===== src/rtl/simplez_core.sv =====
// Simplez accumulator core: fetches 12-bit instructions and drives the
// address/write side of a falling-edge memory port.
module simplez_core #(
    parameter int            AW       = 9,
    parameter int            DW       = 12,
    parameter logic [AW-1:0] RESET_PC = '0
) (
    input  logic          clk,
    input  logic          rst,
    input  logic          run,
    input  logic [DW-1:0] mem_rdata,
    output logic [AW-1:0] mem_addr,
    output logic [DW-1:0] mem_wdata,
    output logic          mem_we,
    output logic          halt,
    output logic [AW-1:0] pc,
    output logic [DW-1:0] acc
);

    localparam logic [2:0] S_FETCH  = 3'd0;
    localparam logic [2:0] S_DECODE = 3'd1;
    localparam logic [2:0] S_EXEC   = 3'd2;
    localparam logic [2:0] S_MEM_WR = 3'd3;
    localparam logic [2:0] S_MEM_RD = 3'd4;
    localparam logic [2:0] S_HALTED = 3'd5;

    localparam logic [2:0] OP_ST   = 3'd0;
    localparam logic [2:0] OP_LD   = 3'd1;
    localparam logic [2:0] OP_ADD  = 3'd2;
    localparam logic [2:0] OP_BR   = 3'd3;
    localparam logic [2:0] OP_BZ   = 3'd4;
    localparam logic [2:0] OP_CLR  = 3'd5;
    localparam logic [2:0] OP_DEC  = 3'd6;
    localparam logic [2:0] OP_HALT = 3'd7;

    logic [2:0]    state_q, state_d;
    logic [AW-1:0] pc_q, pc_d;
    logic [DW-1:0] acc_q, acc_d;
    logic [DW-1:0] ir_q, ir_d;
    logic [AW-1:0] addr_q, addr_d;
    logic [DW-1:0] wdata_q, wdata_d;
    logic          we_q, we_d;
    logic          halt_q, halt_d;

    logic [2:0]    op;
    logic [AW-1:0] cd;

    assign op = ir_q[DW-1:DW-3];
    assign cd = ir_q[AW-1:0];

    always_comb begin
        state_d = state_q;
        pc_d    = pc_q;
        acc_d   = acc_q;
        ir_d    = ir_q;
        addr_d  = addr_q;
        wdata_d = wdata_q;
        // Strobe defaults low so it can only live for the MEM_WR cycle.
        we_d    = 1'b0;
        halt_d  = halt_q;
        case (state_q)
            S_FETCH: begin
                if (run) begin
                    addr_d  = pc_q;
                    state_d = S_DECODE;
                end
            end
            S_DECODE: begin
                ir_d    = mem_rdata;
                pc_d    = pc_q + 1'b1;
                state_d = S_EXEC;
            end
            S_EXEC: begin
                state_d = S_FETCH;
                unique case (op)
                    OP_ST: begin
                        addr_d  = cd;
                        wdata_d = acc_q;
                        we_d    = 1'b1;
                        state_d = S_MEM_WR;
                    end
                    OP_LD, OP_ADD: begin
                        addr_d  = cd;
                        state_d = S_MEM_RD;
                    end
                    OP_BR:   pc_d = cd;
                    OP_BZ:   if (acc_q == '0) pc_d = cd;
                    OP_CLR:  acc_d = '0;
                    OP_DEC:  acc_d = acc_q - 1'b1;
                    OP_HALT: begin
                        halt_d  = 1'b1;
                        state_d = S_HALTED;
                    end
                endcase
            end
            S_MEM_WR: state_d = S_FETCH;
            S_MEM_RD: begin
                if (op == OP_LD) acc_d = mem_rdata;
                else             acc_d = acc_q + mem_rdata;
                state_d = S_FETCH;
            end
            S_HALTED: state_d = S_HALTED;
            default:  state_d = S_FETCH;
        endcase
    end

    always_ff @(posedge clk) begin
        if (rst) begin
            state_q <= S_FETCH;
            pc_q    <= RESET_PC;
            acc_q   <= '0;
            ir_q    <= '0;
            addr_q  <= '0;
            wdata_q <= '0;
            we_q    <= 1'b0;
            halt_q  <= 1'b0;
        end else begin
            state_q <= state_d;
            pc_q    <= pc_d;
            acc_q   <= acc_d;
            ir_q    <= ir_d;
            addr_q  <= addr_d;
            wdata_q <= wdata_d;
            we_q    <= we_d;
            halt_q  <= halt_d;
        end
    end

    assign mem_addr  = addr_q;
    assign mem_wdata = wdata_q;
    assign mem_we    = we_q;
    assign halt      = halt_q;
    assign pc        = pc_q;
    assign acc       = acc_q;

endmodule


===== config.mk =====
export PLATFORM = sky130hd
export DESIGN_NAME = simplez_core
export DESIGN_NICKNAME = d
export VERILOG_FILES = /design/src/rtl/simplez_core.sv
export SDC_FILE = /design/constraint.sdc
export NUM_CORES = 1
export LEC_CHECK = 0
export ABC_CLOCK_PERIOD_IN_PS = 3000
export CAP_MARGIN = 30
export CORE_MARGIN = 5
export CORE_UTILIZATION = 40
export DETAILED_ROUTE_END_ITERATION = 16
export PLACE_DENSITY_LB_ADDON = 0.15
export RECOVER_POWER = 100
export SETUP_SLACK_MARGIN = 0.15
export SLEW_MARGIN = 15
export SYNTH_ARGS = -nofsm -noshare
export SYNTH_HDL_FRONTEND = slang
export SYNTH_SLANG_ARGS = --single-unit

===== constraint.sdc =====
create_clock -name clk -period 3 [get_ports clk]
set_input_delay 0.75 -clock clk [delete_from_list [all_inputs] [get_ports clk]]
set_output_delay 0.75 -clock clk [all_outputs]
set_load 0.05 [all_outputs]

==> impl_metrics.csv <==
group,metric,value,unit
cts,cts_root_buffer,"clkbuf_8",
power_and_ir_drop,internal-power,1420,uW
logic_synthesis,syn-cell-area,0.00347,mm^2
sta,fin_crit,2.76,ns
cts,cts_buffers,9,
worst_hold_path,min_from,"ir_q[1]",
critical_path,required,3.22,ns
power_and_ir_drop,clockPowerShare,40.6,%
cells_and_area,drive_above_1_share,7.10,%
cells_and_area,fin_area,0.00433,mm^2
routing,dr.pass1.iters,4,
placement,gp_congestion,0.863,
cts,clk_pin_slew,0.07,ns
placement,dp_cells,597,
floorplanning,die_h,103,um
cells_and_area,nNetsFinal,532,
critical_path,path_delay_family,"simple AND/OR/NAND/NOR gates",
run,cap_violations,1,
grt,grt-ovfl-total,0,
logic_synthesis,ys_ff_latch,59,
sta,finalHoldViolCount,0,
critical_path,crit_buf_inv,0,
power_and_ir_drop,leakage,0.00168,uW
critical_path,r2r_start,"acc[2]",
placement,dp_hpwl,7.38,mm
floorplanning,design.core.area,0.00859,mm^2
run_status,violations,"capacitance limit, slew limit",
power_and_ir_drop,p_sw,599,uW
cts,h-tree-depth,3,
cells_and_area,syn2layout_area_growth,24.6,%
run_status,outcome,"finished, violations left",
logic_synthesis,synth_edf_count,0,
grt,grt_max_degree,36,
sta,setup-tns-final,0,ns
logic_synthesis,async_flop_share,0,%
routing,drt_iter0_drc,239,
power_and_ir_drop,peakVddDrop,252,uV
routing,routed_wl,10.5,mm
logic_synthesis,synth_cell_types,66,
placement,placed_cell_area,0.00415,mm^2
sta,skew,0.0183,ns
power_and_ir_drop,power_frac_seq,42.2,%
sta,hold_ws,0.451,ns
cts,clockBufferDepth,2,
grt,grt_first_pass_wirelength,17.1,mm
grt,grt_pass1_vias,3323,
floorplanning,num_rows,34,
routing,vias,3482,
cells_and_area,layout_common_cells,"nand2_1, dfxtp_1, nor2_1",
cells_and_area,fin_cells,615,
floorplanning,pin_count,59,
routing,postRouteAntennaNets,0,
cts,clock_latency,0.34,ns
sta,drv_slew,13,
routing,vias_per_cell,5.66,
grt,antenna_found_initial,0,
logic_synthesis,post_synth.cell_area_avg,7.77,um^2
cts,tritoncts,"yes",
sta,rsz0062_at_grt,"true",
logic_synthesis,ys.flop_type,"dfxtp_1",
cells_and_area,diodes,0,
critical_path,cp_cell_sequence,"nor4_1, and3_4, a31oi_4, o21ai_2, a21oi_2, a2111oi_1",
critical_path,cp_slowest_cell,"nor4_1",
logic_synthesis,yosys_warnings,0,
critical_path,crit_type,"flop to flop",
logic_synthesis,synthesis.nets,477,
sta,setup_viol,0,
cells_and_area,post-route-util,50.4,%
worst_hold_path,holdCritPathClass,"flop to flop",
sta,tightestPinTransition,1.57,ns
critical_path,arrival,2.98,ns
power_and_ir_drop,switching_share,29.6,%
logic_synthesis,ys_seq_area_share,34.0,%
cells_and_area,final_common_cell,"nand2_1",
routing,wire_per_inst,17.0,um
logic_synthesis,synthCells,447,
sta,fmax,363,MHz
critical_path,start_kind,"flop",
grt,grt_use_total,20.5,%
placement,portBuffers,58,
sta,slew_headroom,-5.09,%
power_and_ir_drop,power.density,467,mW/mm^2
floorplanning,die_w,103,um
cts,cts_sinks,59,
critical_path,cp_slowest_stage_delay,0.94,ns
critical_path,endpoint_kind,"flop",
power_and_ir_drop,p_comb_share,17.3,%
floorplanning,die-area,0.0107,mm^2
cts,ctsHoldBuffers,0,
critical_path,cp-startpoint,"acc[2]",
routing,post-route-drc-count,0,
sta,final.period_utilization,91.9,%
critical_path,cp_max_fo,9,
floorplanning,initial_core_util,40.4,%
[cell usage after synthesis, types with 4 or more instances]
cell type / n / area share [%]
a211oi_1: 7 / 1.5
nand3_1: 26 / 3.7
a21oi_1: 47 / 6.8
a311oi_1: 9 / 2.3
buf_2: 8 / 1.2
ha_1: 14 / 5.0
clkbuf_1: 19 / 2.1
nand2_1: 73 / 7.9
nor3_1: 9 / 1.3
xnor2_1: 5 / 1.3
xor2_1: 4 / 1.0
nor2_1: 48 / 5.2
dfxtp_1: 59 / 34
inv_1: 7 / 0.76
nor2b_1: 4 / 0.72
o21ai_0: 19 / 2.7
o21a_1: 4 / 0.86
o31ai_1: 4 / 0.86
a22oi_1: 5 / 1.1
[kinds of logic (layout without fill, tap and decap cells)]
family	count (synthesis)	in the layout	synth area share (%)
buf+inv	37	97	4.72
compound gates	134	134	26.5
flops	59	59	34.0
fa+ha+maj	15	15	5.62
xor+xnor	9	9	2.27
mux	2	2	0.576
simple gates	191	191	26.4
[routing by layer]
layer | global-route usage (%) | up-vias | share of wire [%]
met4 | 5.58 | 0 | 1.3
met3 | 4.29 | 12 | 5.2
met5 | 0 | - | 0
li1 | - | 1733 | -
met2 | 34.2 | 85 | 48
met1 | 26.8 | 1652 | 46
[final timing paths]
kind | end | slack (ns) | cells past startpoint
max | pc[6] | 0.24 | 6
min | ir_q[1] | 0.45 | 2
max reg2reg | pc[6] | 0.24 | 6
min reg2reg | ir_q[1] | 0.45 | 2
[layout make-up]
cell class	count	area, um^2
multi-input cells	351	2090
repair buffers	74	681
flip-flops and latches	59	1180
clock inverters	4	73.8
well taps	108	135
fillers	859	4260
clock buffers	12	145
inverters	7	26.3
[state kept, by name, indices dropped and copies added (netlist names)]
register   count
mem_we         1
mem_wdata     12
acc           12
ir_q          12
pc             9
state_q        3
mem_addr       9
halt           1
[worst min-delay path, cell delays in order (launching register included)]
cell and delay (ns):
dfxtp_1 0.31, nand2_1 0.05, a21oi_1 0.05
[power by group through the flow]
stage / combinational, uW / clock (uW) / sequential (uW)
floorplan: 190 / 0 / 921
global placement: 364 / 0 / 870
detailed placement: 364 / 0 / 871
CTS: 366 / 832 / 854
global route: 383 / 866 / 858
finish: 349 / 820 / 853
[what timing repair did]
item	CTS	global route
setup endpoints to repair	0	1
hold endpoints to repair	0	0
resized for setup	0	1
buffers inserted	0	2
[stage by stage]
stage	setup WS (ns)	power (uW)
final	0.244	2020
after detailed placement	-0.0340	1240
after global routing	0.0795	2110
after CTS	0.318	2050
after global placement	0.0281	1230
after floorplan	0.556	1110
Note: power is estimated with default switching activity, not from simulation.
